==> src/rtl/sc_rr_crossbar_master_port.sv <==
`default_nettype none
// ============================================================================
// Module   : sc_rr_crossbar_master_port
// Purpose  : Per-master request FIFO in front of the round-robin crossbar.
//            It presents the head entry to the arbiter, retires the head on the
//            granted slave's acknowledge, and returns a registered response.
//            It also counts the stall cycles of the current head.
// Revision : 1.0 - initial release
// ============================================================================
module sc_rr_crossbar_master_port #(
  parameter int DEPTH = 4,
  parameter int LW    = $clog2(DEPTH) + 1
) (
  input  logic          i_clk,
  input  logic          i_resetb,
  input  logic          i_cpu_valid,
  input  logic [31:0]   i_cpu_addr,
  input  logic [31:0]   i_cpu_wdata,
  input  logic          i_cpu_we,
  output logic          o_cpu_ready,
  output logic          o_ms_req,
  output logic [31:0]   o_ms_addr,
  output logic [31:0]   o_ms_wdata,
  output logic          o_ms_we,
  input  logic          i_s0_en,
  input  logic          i_s1_en,
  input  logic          i_sl0_ack,
  input  logic          i_sl1_ack,
  input  logic [31:0]   i_sl0_rdata,
  input  logic [31:0]   i_sl1_rdata,
  input  logic          i_wait,
  output logic          o_cpu_rvalid,
  output logic [31:0]   o_cpu_rdata,
  output logic          o_cpu_rslave,
  output logic [LW-1:0] o_level,
  output logic [15:0]   o_stall_cnt
);

  localparam logic [15:0] c_STALL_MAX = 16'hFFFF;

  logic [64:0]   r_mem [DEPTH];
  logic [LW-1:0] r_wr_ptr;
  logic [LW-1:0] r_rd_ptr;
  logic          r_rvalid;
  logic [31:0]   r_rdata;
  logic          r_rslave;
  logic [15:0]   r_stall_cnt;

  logic          w_full;
  logic          w_empty;
  logic          w_push;
  logic          w_sel0;
  logic          w_sel1;
  logic          w_complete;
  logic          w_pop;
  logic [64:0]   w_head;

  assign w_full  = (r_wr_ptr[LW-1] != r_rd_ptr[LW-1]) &&
                   (r_wr_ptr[LW-2:0] == r_rd_ptr[LW-2:0]);
  assign w_empty = (r_wr_ptr == r_rd_ptr);
  assign w_push  = i_cpu_valid & ~w_full;

  // An acknowledge only counts when it comes from the slave we are granted to.
  assign w_sel0     = i_s0_en & i_sl0_ack;
  assign w_sel1     = i_s1_en & i_sl1_ack;
  assign w_complete = w_sel0 | w_sel1;
  assign w_pop      = w_complete & ~w_empty;

  assign w_head = r_mem[r_rd_ptr[LW-2:0]];

  always_ff @(posedge i_clk) begin
    if (w_push) begin
      r_mem[r_wr_ptr[LW-2:0]] <= {i_cpu_we, i_cpu_wdata, i_cpu_addr};
    end
  end

  always_ff @(posedge i_clk or negedge i_resetb) begin
    if (!i_resetb) begin
      r_wr_ptr <= '0;
      r_rd_ptr <= '0;
    end else begin
      if (w_push) r_wr_ptr <= r_wr_ptr + 1'b1;
      if (w_pop)  r_rd_ptr <= r_rd_ptr + 1'b1;
    end
  end

  // Both grants acknowledging together is a protocol violation; slave 0 wins.
  always_ff @(posedge i_clk or negedge i_resetb) begin
    if (!i_resetb) begin
      r_rvalid <= 1'b0;
      r_rdata  <= '0;
      r_rslave <= 1'b0;
    end else begin
      r_rvalid <= w_pop;
      if (w_pop) begin
        r_rslave <= ~w_sel0;
        if (w_head[64])  r_rdata <= '0;
        else if (w_sel0) r_rdata <= i_sl0_rdata;
        else             r_rdata <= i_sl1_rdata;
      end
    end
  end

  always_ff @(posedge i_clk or negedge i_resetb) begin
    if (!i_resetb) begin
      r_stall_cnt <= '0;
    end else if (w_complete) begin
      r_stall_cnt <= '0;
    end else if (i_wait && (r_stall_cnt != c_STALL_MAX)) begin
      r_stall_cnt <= r_stall_cnt + 16'd1;
    end
  end

  assign o_cpu_ready  = ~w_full;
  assign o_ms_req     = ~w_empty;
  assign o_ms_addr    = w_head[31:0];
  assign o_ms_wdata   = w_head[63:32];
  assign o_ms_we      = w_head[64];
  assign o_cpu_rvalid = r_rvalid;
  assign o_cpu_rdata  = r_rdata;
  assign o_cpu_rslave = r_rslave;
  assign o_level      = r_wr_ptr - r_rd_ptr;
  assign o_stall_cnt  = r_stall_cnt;

endmodule
`default_nettype wire

==> config.mk <==
export PLATFORM = sky130hd
export DESIGN_NAME = sc_rr_crossbar_master_port
export DESIGN_NICKNAME = d
export VERILOG_FILES = /design/src/rtl/sc_rr_crossbar_master_port.sv
export SDC_FILE = /design/constraint.sdc
export NUM_CORES = 1
export LEC_CHECK = 0
export BUFFER_PORTS_ARGS = -buffer_cell sky130_fd_sc_hd__buf_4
export CORE_MARGIN = 2
export CORE_UTILIZATION = 44
export CTS_BUF_LIST = sky130_fd_sc_hd__clkbuf_8
export CTS_CLUSTER_DIAMETER = 50
export DETAILED_ROUTE_END_ITERATION = 10
export PLACE_DENSITY = 0.71
export SETUP_SLACK_MARGIN = 0.05
export SLEW_MARGIN = 30
export SYNTH_ARGS = -nofsm -noshare
export SYNTH_HDL_FRONTEND = slang
export SYNTH_SLANG_ARGS = --single-unit
==> constraint.sdc <==
create_clock -name i_clk -period 9.8 [get_ports i_clk]
set_clock_uncertainty 0.05 [all_clocks]
set_input_delay 1.47 -clock i_clk [delete_from_list [all_inputs] [get_ports i_clk]]
set_output_delay 1.47 -clock i_clk [all_outputs]
set_load 0.02 [all_outputs]
## After elaboration in Yosys (flattened, before gate mapping)

Memory sizes are Yosys's and may differ from the RTL's.
Cells that the tools add are included.
Widths: inputs -> output; s select.

- Flip-flop bits (word level): 56
- Bits in writable memories: 260
- Bits of input ports: 137
- Logic and storage cells: 32
- Memories kept: 1

Memories:

| name | words | bits a word | read ports | clocked after Yosys merged registers in | wr ports | RTL line | source |
|---|---|---|---|---|---|---|---|
| r_mem | 4 | 65 | 1 | 0 | 1 | 41 | `logic [64:0] r_mem [DEPTH];` |

- Add/sub/neg operators: 4
- Eq/ne operators: 4
- Mux-type cells: 6
- Bitwise operators: 8
- Reduce and logical (&&, ||, !) cells: 3

Operators with widths:

| operator | number |
|---|---|
| $mux 32 | 2 |
| $mux 16 | 2 |
| $add 16x1->16 const B | 1 |
| $ne 16x16->1 const B | 1 |
| $add 3x1->3 const B | 2 |
| $and 1x1->1 | 4 |
| $eq 3x3->1 | 1 |
| $not 1->1 | 3 |
| $sub 3x3->3 | 1 |
| $eq 2x2->1 | 1 |
| $logic_and 1x1->1 | 2 |
| $mux 1 | 2 |
| $reduce_bool 2->1 | 1 |
| $ne 1x1->1 | 1 |
| $or 1x1->1 | 1 |

## Longest topological paths before layout

- Word-level depth: 6
- Mapped depth: 10
- Mapped depth without buffers: 7

## Worst setup path before layout

No wires, ideal clock.

- Path type: input-to-reg
- Start: in i_cpu_valid
- End: mem r_mem[3][0] (enable)
- Library setup time: 0.432 ns
- Arrival time: 3.262 ns
- Required time: 9.318 ns
- Path slack: 6.057 ns
- Cell stages on the path: 2
- Buffers on the path: 0
- Path through: o21a_1 and2_1

- Cells in the longest elaborated chain, start to end: 3

Ends and longest elaborated chain:

| what | RTL line | source |
|---|---|---|
| from (decl) | 16 | `input logic i_cpu_valid,` |
| $and 1x1->1 | 61 | `assign w_push = i_cpu_valid & ~w_full;` |
| $mux 1 | 72 | `if (w_push) begin` |
| $mux 1 (implied by the code) | 73 | `r_mem[r_wr_ptr[LW-2:0]] <= {i_cpu_we, i_cpu_wdata, i_cpu_addr};` |
| to (decl) | 41 |  |

No other way between the ends.

## Worst setup path after layout

- Start: reg r_rd_ptr[0]
- End: out o_ms_wdata[31]

- Cells in the longest elaborated chain, start to end: 1

Ends and longest elaborated chain:

| what | RTL line | source |
|---|---|---|
| from (decl) | 43 | `logic [LW-1:0] r_rd_ptr;` |
| from (signal assigned) | 83 | `if (w_pop) r_rd_ptr <= r_rd_ptr + 1'b1;` |
| $mem_v2 4x65 | -- |  |
| to (decl) | 23 | `output logic [31:0] o_ms_wdata,` |

No other way between the ends.

==> results.md <==
- Clk pin slew, worst setup/hold paths: 0.06 ns
- CP startpoint kind: flop
- Syn Inst Count: 621
- RSZ-0062 raised after global routing: false
- Global-route wire length before repair: 38900 µm
- Vias per cell: 5.05
- # rows: 61
- Vias in the first global route: 6891
- Count of nets after finishing: 1060
- Slew margin rel.: 0.411
- GR Overflow Total: 0
- Hold WC Path Type: reg2reg
- Root Driver: clkbuf_8
- Worst path bufs/invs: 2
- Critical path class: reg2out
- Top cells by count, synth: 260 x edfxtp_1, 65 x mux4_2, 56 x dfrtp_1, 43 x nand2_1, 34 x mux2i_1
- Area growth from synthesis to layout: 28.0%
- Layout cell share with drive strength beyond 1: 0.440
- Flops & latches, synth: 316
- Fillers: 2119
- Drt wl/cell: 19.1 µm
- Dominant synthesized flop cell: edfxtp_1
- Synth Warn #: 0
- Post-Syn Area: 12200 µm²
- Hold path start: o_cpu_rdata[12]$_DFFE_PN0P_
- Vias: 6743
- Max VDD drop: 0.000188 V
- Worst Tran Pin Value: 0.883 ns
- Slowest Stage Delay on Critical Path: 0.89 ns
- H-tree Lvls: 2
- Share of the synthesized area in the top cell type: 0.639
- Slew Limit Fails: 0
- Post-CTS Setup Inserts: 0
- WHS Path Cells: 2
- Syn nets: 767
- Initial antenna violation count: 1
- Hold Path End: o_cpu_rdata[12]$_DFFE_PN0P_
- Max-cap viol count: 0
- DRT iter0 DRCs: 359
- Dpl cells: 1238
- Routed WL: 25600 µm
- DRT antenna net count: 0
- Min Tclk post-route: 4.51 ns
- Worst reg2reg startpoint: r_rd_ptr[0]$_DFFE_PN0P_
- Die H: 171 µm
- Drt pass-1 iters: 4
- Critical Path RT: 8.28 ns
- Cell taking the most area after synthesis: edfxtp_1
- Worst setup EP type: output port
- Chip width: 171 µm
- Initial Util: 0.443
- Post-synth cell types: 47
- Critical Path Fanout Max: 35
- Final setup TNS: 0 ns
- Critical path, cell by cell: buf_4, mux4_2, buf_4
- Core area: 27600 µm²
- Gr usage total: 0.175
- Critical path's slowest cell: dfrtp_4
- CP Data Arrival Time: 2.99 ns
- Die ar.: 29100 µm²
- PD cells: 302 nW/µm²
- Port Buffers: 256
- Hold buffer count at cts: 0
- Min Hold Slack: 0.430 ns
- CTS-repair resized insts: 0
- Synth top area cells: edfxtp_1 64%, mux4_2 12%, dfrtp_1 11%
- Status: finished, final reports clean
- Non-filler instance count after layout: 1336
- Gpl congestion: 0.796
- Sequential fraction of the synthesis area: 0.754
- Flop-to-flop setup slack: 6.63 ns
- Fmax: 0.222 GHz
- CP top delay family: flip-flops
- HPWL after DPL: 16200 µm
- Synth Area per Inst: 19.7 µm²
- Final core utilization: 0.568
- Post-route DRC: 0
- Leading cell type by number of instances after synthesis: edfxtp_1
- Number of flops mapped to enable cells by yosys: 260
- WP depth: 3
- Fin crit share: 0.460
- Clk sinks: 316
- TritonCTS clock tree: done
- Final setup vio count: 0
- Io pins: 257
- Leak Pwr: 6.07 nW
- Max Root-Sink Buffers: 3
- CP most frequent cell: buf_4
- Reg2Reg Capture Point: r_mem[0][48]$_DFFE_PP_
- Synth async-reset ratio: 0.177
- Worst-skew pair later-pin latency: 0.57 ns
- Largest net degree at the start of global routing: 62
- Final hold vios: 0
- CTS Buf Count: 52
- Path depth of the worst reg2reg path: 5
==> cell usage in the layout (no fill, tap or decap), types with 2 or more instances in the layout <==
cell type,netlist,layout
a21oi_1,9,9
a31oi_1,2,2
and2_4,0,4
and3_1,2,2
and4_1,3,3
buf_16,0,2
buf_4,0,261
bufinv_16,0,2
clkbuf_8,0,56
clkinv_1,0,14
clkinv_2,0,8
dfrtp_1,56,54
edfxtp_1,260,260
ha_1,8,8
inv_1,6,19
inv_6,0,3
mux2i_1,34,34
mux4_2,65,65
nand2_1,43,43
nand3_1,5,5
nand4_1,8,8
nor2_1,5,5
nor3_1,3,3
o21ai_0,22,22
o21ai_1,22,22
or3_1,3,3
or3_2,5,5
xnor2_1,5,5
xor2_1,2,2
==> power by group <==
group	internal, mW	switching, mW	total (mW)
logic	0.743	0.947	1.69
registers	1.80	0.125	1.92
clock network	0.587	0.517	1.10
==> stage by stage <==
stage	area [µm²]	setup slack, ns	total power, mW
6_report	15600	5.29	4.72
5_1_grt	15600	5.01	4.95
4_1_cts	15600	5.14	4.80
3_5_place_dp	14600	5.77	3.67
3_3_place_gp	14500	5.80	3.64
2_1_floorplan	12200	6.06	2.95
==> tightest hold or removal path: cells and delay by family, from the launching register on <==
family | cells | cell delay, ns
and+or+nand+nor | 1 | 0.05
AOI/OAI and AO/OA | 1 | 0.06
DFF | 1 | 0.34
==> registers in the layout (all words and copies together), names as in the netlist <==
register	count
r_wr_ptr	3
o_cpu_rslave	1
o_cpu_rvalid	1
o_stall_cnt	16
o_cpu_rdata	32
r_mem	260
r_rd_ptr	3
==> worst max path at each step <==
stage | slack, ns | startpoint | to
after global routing | 5.01 | r_rd_ptr[0]$_DFFE_PN0P_ | o_ms_wdata[31]
after floorplan | 6.06 | i_cpu_valid | r_mem[3][0]$_DFFE_PP_
final | 5.29 | r_rd_ptr[0]$_DFFE_PN0P_ | o_ms_wdata[31]
after global placement | 5.80 | r_rd_ptr[0]$_DFFE_PN0P_ | o_ms_wdata[31]
after detailed placement | 5.77 | r_rd_ptr[0]$_DFFE_PN0P_ | o_ms_wdata[31]
after CTS | 5.14 | r_rd_ptr[0]$_DFFE_PN0P_ | o_ms_wdata[31]
==> logic make-up (layout without fill, tap and decap cells) <==
kind of cell	count (synthesis)	in the layout	share of synthesized area
adder cells (fa/ha/maj)	9	9	0.00983
multiplexers	99	99	0.148
AND/OR/NAND/NOR	94	94	0.0432
AO/OA/AOI/OAI	63	63	0.0282
buffers and inverters	33	369	0.0125
XOR/XNOR	7	7	0.00502
flip-flops	316	316	0.754
other	0	1	0
==> area by class of cell <==
cell class	count	area (µm²)	share of cell area
Antenna cell	1	2.50	0.000160
Clock buffer	56	771	0.0493
Clock inverter	41	244	0.0156
Inverter	7	26.3	0.00168
Multi-Input combinational cell	272	2870	0.183
Sequential cell	316	9210	0.589
Tap cell	378	473	0.0302
Timing Repair Buffer	265	2050	0.131
==> routing by layer <==
layer  up-vias  track usage  wire [µm]
li1       3101            -          -
met1      3391        0.231      10600
met2       191        0.288      12800
met3        60       0.0377       1440
met4         0       0.0639        773
met5         -            0          0
No activity file was read; power rests on OpenSTA's default activity.
